**src/rtl/dice_router_cfg_loader.sv**
```systemverilog
// Config loader for one CGRA router tile: collects a multi-word frame into a shadow
// register, validates it, and swaps it into the active router controls on commit.
module dice_router_cfg_loader #(
    parameter int unsigned NUM_OUT = 12,
    parameter int unsigned SEL_W   = 4,
    parameter int unsigned MAX_SEL = 9,
    parameter int unsigned WORDS   = 3
) (
    input  logic                       clk,
    input  logic                       rst_n,
    input  logic                       cfg_valid,
    output logic                       cfg_ready,
    input  logic [31:0]                cfg_data,
    input  logic                       cfg_last,
    input  logic                       commit_en,
    input  logic                       cfg_err_clr,
    output logic [NUM_OUT*SEL_W-1:0]   sel_o,
    output logic [NUM_OUT-1:0]         overload_en_o,
    output logic [NUM_OUT-1:0]         registered_mode_o,
    output logic                       cfg_pending,
    output logic                       cfg_done,
    output logic                       cfg_err
);

    localparam int unsigned FRAME_W  = WORDS * 32;
    localparam int unsigned SEL_BITS = NUM_OUT * SEL_W;
    localparam int unsigned OVL_LSB  = SEL_BITS;
    localparam int unsigned REG_LSB  = SEL_BITS + NUM_OUT;
    localparam int unsigned CNT_W    = (WORDS > 1) ? $clog2(WORDS) : 1;

    typedef enum logic [1:0] {
        IDLE = 2'd0,
        LOAD = 2'd1,
        PEND = 2'd2
    } state_e;

    state_e               state_q, state_d;
    logic [CNT_W-1:0]     cnt_q, cnt_d;
    logic [FRAME_W-1:0]   shadow_q, shadow_d;
    logic [SEL_BITS-1:0]  sel_q, sel_d;
    logic [NUM_OUT-1:0]   ovl_q, ovl_d;
    logic [NUM_OUT-1:0]   regm_q, regm_d;
    logic                 ready_q, ready_d;
    logic                 pending_q, pending_d;
    logic                 done_q, done_d;
    logic                 err_q, err_d;

    logic [FRAME_W-1:0]   frame_c;
    logic                 accept_c;
    logic                 last_idx_c;
    logic                 sel_bad_c;
    logic                 frame_err_c;

    // Frame image as it would look with the current word written at the counter index.
    always_comb begin
        frame_c = shadow_q;
        for (int unsigned w = 0; w < WORDS; w++) begin
            if (cnt_q == CNT_W'(w)) begin
                frame_c[w*32 +: 32] = cfg_data;
            end
        end
    end

    always_comb begin
        sel_bad_c = 1'b0;
        for (int unsigned k = 0; k < NUM_OUT; k++) begin
            if (frame_c[SEL_W*k +: SEL_W] > SEL_W'(MAX_SEL)) begin
                sel_bad_c = 1'b1;
            end
        end
    end

    assign accept_c    = cfg_valid & ready_q;
    assign last_idx_c  = (cnt_q == CNT_W'(WORDS - 1));
    // Selects are only judged once the frame is complete.
    assign frame_err_c = (cfg_last != last_idx_c) | (last_idx_c & sel_bad_c);

    always_comb begin
        state_d  = state_q;
        cnt_d    = cnt_q;
        shadow_d = shadow_q;
        sel_d    = sel_q;
        ovl_d    = ovl_q;
        regm_d   = regm_q;
        done_d   = 1'b0;
        err_d    = err_q & ~cfg_err_clr;

        case (state_q)
            IDLE, LOAD: begin
                if (accept_c) begin
                    if (frame_err_c) begin
                        state_d = IDLE;
                        cnt_d   = '0;
                        err_d   = 1'b1;
                    end else begin
                        shadow_d = frame_c;
                        if (last_idx_c) begin
                            state_d = PEND;
                            cnt_d   = '0;
                        end else begin
                            state_d = LOAD;
                            cnt_d   = cnt_q + CNT_W'(1);
                        end
                    end
                end
            end
            PEND: begin
                if (commit_en) begin
                    sel_d   = shadow_q[SEL_BITS-1:0];
                    ovl_d   = shadow_q[OVL_LSB +: NUM_OUT];
                    regm_d  = shadow_q[REG_LSB +: NUM_OUT];
                    done_d  = 1'b1;
                    state_d = IDLE;
                end
            end
            default: begin
                state_d = IDLE;
                cnt_d   = '0;
            end
        endcase

        ready_d   = (state_d != PEND);
        pending_d = (state_d == PEND);
    end

    always_ff @(posedge clk or negedge rst_n) begin
        if (!rst_n) begin
            state_q   <= IDLE;
            cnt_q     <= '0;
            shadow_q  <= '0;
            sel_q     <= '1;
            ovl_q     <= '0;
            regm_q    <= '0;
            ready_q   <= 1'b1;
            pending_q <= 1'b0;
            done_q    <= 1'b0;
            err_q     <= 1'b0;
        end else begin
            state_q   <= state_d;
            cnt_q     <= cnt_d;
            shadow_q  <= shadow_d;
            sel_q     <= sel_d;
            ovl_q     <= ovl_d;
            regm_q    <= regm_d;
            ready_q   <= ready_d;
            pending_q <= pending_d;
            done_q    <= done_d;
            err_q     <= err_d;
        end
    end

    assign cfg_ready         = ready_q;
    assign cfg_pending       = pending_q;
    assign cfg_done          = done_q;
    assign cfg_err           = err_q;
    assign sel_o             = sel_q;
    assign overload_en_o     = ovl_q;
    assign registered_mode_o = regm_q;

endmodule

```
**config.mk**
```make
export PLATFORM = sky130hd
export DESIGN_NAME = dice_router_cfg_loader
export DESIGN_NICKNAME = d
export VERILOG_FILES = /design/src/rtl/dice_router_cfg_loader.sv
export SDC_FILE = /design/constraint.sdc
export NUM_CORES = 1
export LEC_CHECK = 0
export ABC_AREA = 0
export BUFFER_PORTS_ARGS = -buffer_cell sky130_fd_sc_hd__buf_2
export CORE_MARGIN = 4
export CORE_UTILIZATION = 27
export CTS_CLUSTER_SIZE = 40
export DETAILED_ROUTE_END_ITERATION = 8
export PLACE_DENSITY_LB_ADDON = 0.15
export SETUP_SLACK_MARGIN = 0.5
export SLEW_MARGIN = 0
export SYNTH_ARGS = -nofsm -noshare
export SYNTH_HDL_FRONTEND = slang
export SYNTH_SLANG_ARGS = --single-unit
```
**constraint.sdc**
```tcl
create_clock -name clk -period 2.4 [get_ports clk]
set_clock_uncertainty 0.05 [all_clocks]
set_input_delay 0.12 -clock clk [delete_from_list [all_inputs] [get_ports clk]]
set_output_delay 0.12 -clock clk [all_outputs]
set_load 0.05 [all_outputs]
```
Yosys cells after proc, flatten, opt, wreduce, memory -nomap -nowiden
Cells that the tools add are included.

cells by class
  $add $sub $neg = 1
  order comparisons = 12
  eq/ne operators = 8
  multiplexer cells = 28
  bitwise gates (word level) = 7
  reduce and logical (&&, ||, !) cells = 8

operators with widths
  cell                   number
  $gt A4 B4 Y1 const B   12
  $mux W32               1
  $mux W1                17
  $mux W16               1
  $mux W2                7
  $pmux W2 S2            2
  $reduce_and A4 Y1      2
  $eq A2 B2 Y1 const B   3
  $eq A2 B1 Y1 const B   2
  $logic_not A2 Y1       2
  $ne A2 B2 Y1 const B   2
  $reduce_and A2 Y1      2
  $and A1 B1 Y1          3
  $not A1 Y1             3
  $reduce_and A3 Y1      1
  $add A2 B1 Y2 const B  1
  $reduce_or A2 Y1       1
  $ne A1 B1 Y1           1
  $or A1 B1 Y1           1

storage, ports and cells
  register bits after elaboration = 152
  input port bits = 38
  logic and storage cells = 76

Depth between registers and ports, before layout
  word-level depth = 21
  gate-level depth with buffers = 8
  depth with buffers taken out = 6

Worst setup path before layout
Ideal clock, no wire load.

  path type = reg2reg
  from = register ready_q, in the netlist cfg_ready
  to = register shadow_q[64]
  data arrival time = 2.047 ns
  data required time = 2.223 ns
  slack = 0.176 ns
  cell stages (with the launch flop) = 7
  path buffers = 1
  period minus slack after synthesis = 2.224 ns
  cell sequence = dfstp_2 > nand2_1 > or2_1 > or3_1 > nor3_2 > buf_6 > mux2_1

on the way
  word-level cells in the longest chain between the ends = 2

ends and longest elaborated chain
  item                                RTL line  source
  start, declared                     43        logic ready_q, ready_d;
  start signal, assigned              145       ready_q <= ready_d;
  $and A1 B1 Y1                       73        assign accept_c = cfg_valid & ready_q;
  $reduce_and A4 Y1 (no source line)  -
  end signal, assigned                141       shadow_q <= shadow_d;
  end, declared                       39        logic [FRAME_W-1:0] shadow_q, shadow_d;

No other way between the ends.
A chain may end at the register's enable or synchronous reset.

Worst setup path in the final report
  from = register ready_q, in the netlist cfg_ready
  to = register shadow_q[66]

The elaborated chain is that of the path after synthesis.

==> impl_results.md <==
* Critical Path Stages at 6
* WHS at 0.0151 ns
* Post-synthesis cell area at 5980 sq um
* Initial core utilization at 27.4%
* Row cnt at 54
* Fillers at 2210
* Final Hold Viols at 0
* Post-route cell area at 8020 sq um
* Post-Synthesis Cells at 533
* Clk_lat worst skew at 0.42 ns
* Pwr Density at 942 nW/um^2
* Largest net degree at the start of global routing at 153
* Layout cells sized above 1 at 42.1%
* Total power at 7.55 mW
* Io pins at 114
* DR vias at 4412
* Synth area leaders: dfrtp_1 (43%), dfstp_2 (22%), nand2_1 (14%)
* Final cell count without fillers at 988
* Most numerous cell in the Yosys netlist: nand2_1
* Leak at 4.00 nW
* CP max FO at 5
* Reg2Reg Setup Slack at 0.36 ns
* Switching Share at 27.4%
* Routability cong. at 0.797
* Peak supply drop at 0.000457 V
* Final cycle utilization of the critical path at 85.2%
* CP max-delay cell: dfstp_2
* Vias per std cell at 4.47
* Worst Hold Path Cells at 3
* Switch Pwr at 2.07 mW
* Setup Crit Path Kind: flop to flop
* Sinks on Clock Net at 152
* Antenna Cells at 0
* Mean post-synth cell area at 11.2 sq um
* Post-route DRC at 0
* Nets at 734
* Detail Placement HPWL at 10.4 mm
* Placed insts at 912
* WP buf/inv at 1
* Top_reg_cell synth: dfrtp_1
* CTS root buffer: clkbuf_16
* Die area at 24600 sq um
* CP arrival at 2.29 ns
* Cells along the critical path: nand2_2 > or2_1 > or3_4 > nor3_4 > buf_6 > mux2_4
* Setup TNS at 0 ns
* First-pass GRT wire length at 26.1 mm
* Fin worst setup slack at 0.356 ns
* Hold Path Origin: commit_en
* Initial DRC Count at 212
* Die Width at 157 um
* Max_cap viols at 0
* Max-slew violations at 0
* Syn nets at 572
* Seq cells post-synth at 152
* Finish-stage setup viols at 0
* TritonRoute pass-1 iters at 4
* Combinational Power Share at 18.4%
* Relative slew slack at 34.5%
* Final min period at 2.04 ns
* Synth top cells by count: nand2_1 (225), dfrtp_1 (103), mux2_2 (65), dfstp_2 (49), o21ai_0 (20)
* Seq pwr share at 47.0%
* WHS Endpoint: cfg_ready
* GRT Total Usage at 13.7%
* H-Tree Depth at 4
* CTS tree: yes
* Critical Path Source Type: flop
* Vias in the first global route at 4637
* RSZ-0062 raised after global routing: yes
* Clk buf depth at 2
* Unique cell type count in the Yosys netlist at 33
* Drt total wl at 16.2 mm
* FF-to-FF End: shadow_q[66]
* Routed len/inst at 16.4 um
* Die height at 157 um
* Syn. warnings at 0
* CP delay by family, top: simple AND/OR/NAND/NOR gates
* Reg2reg path depth at 6
* Async set-reset flop share out of synthesis at 100%
* Placed Area at 6900 sq um
* Synth-to-Final Area Change at 34.0%
* Power Internal at 5.48 mW
* Sequential fraction of the synthesis area at 64.6%
* CP max stage delay at 0.54 ns
* Slew @ Worst Pin at 0.983 ns
* Gr ovfl total at 0
* CTS buffer count at 17
* EDFF count, synth at 0
* DP Worst Slack at 0.239 ns
* Min-delay worst type: primary input to flop
* Clock share of power at 34.5%
* Status: finished clean
* Required @ worst endpoint at 2.65 ns
* Fin util at 36.8%
* DRT antenna net count at 0
* Reg-to-reg startpoint: cfg_ready
* Top cell type's share of synthesized area at 43.1%
* Core Footprint at 21800 sq um
* Synth area leader: dfrtp_1
* Max Fclk at 0.489 GHz
* Port bufs at 113
* Crit path capture type: flop
* Initial antenna violation count at 0
* Worst-path clk slew at 0.06 ns
[cell type report]
cell class	instances	area (sq um)	share of cell area [%]
inverter	2	7.51	0.0936
sequential	152	3870	48.2
tap	280	350	4.37
multi-input combinational	356	2110	26.3
clock inverter	7	67.6	0.842
clock buffer	25	505	6.30
timing repair buffer	166	1110	13.9
[how the worst max path moves through the flow]
stage	startpoint	endpoint	slack [ns]
2_1_floorplan	cfg_ready	shadow_q[64]	0.27
3_3_place_gp	cnt_q[1]	shadow_q[68]	0.28
3_5_place_dp	cnt_q[1]	shadow_q[68]	0.24
4_1_cts	cfg_ready	shadow_q[70]	0.36
5_1_grt	cfg_ready	shadow_q[67]	0.29
6_report	cfg_ready	shadow_q[66]	0.36
[power by group through the flow]
stage	registers, mW	logic (mW)	clock network [mW]
floorplan	3.54	0.850	0
global placement	3.56	1.24	0
detailed placement	3.59	1.28	0
CTS	3.55	1.39	2.69
global route	3.64	1.55	2.80
finish	3.55	1.39	2.61
[layer usage]
metal | up-vias | track usage [%] | wire [um]
li1 | 2060 | - | -
met1 | 2233 | 18.7 | 7700
met2 | 103 | 21.5 | 7490
met3 | 16 | 3.62 | 786
met4 | 0 | 4.42 | 216
met5 | - | 0 | 0
[worst reg2reg max path: cells and delay by family, from the launching register on]
kind / cells / cell delay (ns)
AND/OR/NAND/NOR: 4 / 0.86
multiplexers: 1 / 0.31
flip-flops: 1 / 0.54
buffers and inverters: 1 / 0.17
[sequential cells by signal, indices dropped and copies added (netlist names)]
name	flops
cfg_done	1
cfg_err	1
cfg_pending	1
cfg_ready	1
cnt_q	2
overload_en_o	12
registered_mode_o	12
sel_o	48
shadow_q	72
state_q	2
[logic make-up (layout without fill, tap and decap cells)]
group                    after synthesis  in the layout  synth area share, %
AO/OA/AOI/OAI                         32             32                 3.05
AND/OR/NAND/NOR                      250            250                 16.5
adder cells (fa/ha/maj)                1              1                0.209
flip-flops                           152            152                 64.6
buffers and inverters                 25            200                 1.94
multiplexers                          73             73                 13.7
[placed cells by master, fill, tap and decap left out, drive strengths merged, types with 4 or more instances in the layout]
| cell | synthesis | final |
|---|---|---|
| mux2 | 72 | 72 |
| nand2 | 225 | 225 |
| nand3 | 11 | 11 |
| o21ai | 21 | 21 |
| a21oi | 4 | 4 |
| nor2 | 4 | 4 |
| buf | 11 | 132 |
| dfstp | 49 | 49 |
| dfrtp | 103 | 103 |
| dlygate4sd3 | 0 | 34 |
| clkbuf | 12 | 25 |
[repair_timing]
item,in CTS,in global routing
gates resized for setup,21,18
pin swaps,4,5
endpoints found under the hold margin,176,0
hold buffers,34,0
setup buffers,8,1
gates cloned,1,0
endpoints found under the setup margin,66,66
No activity file was read; power rests on OpenSTA's default activity.
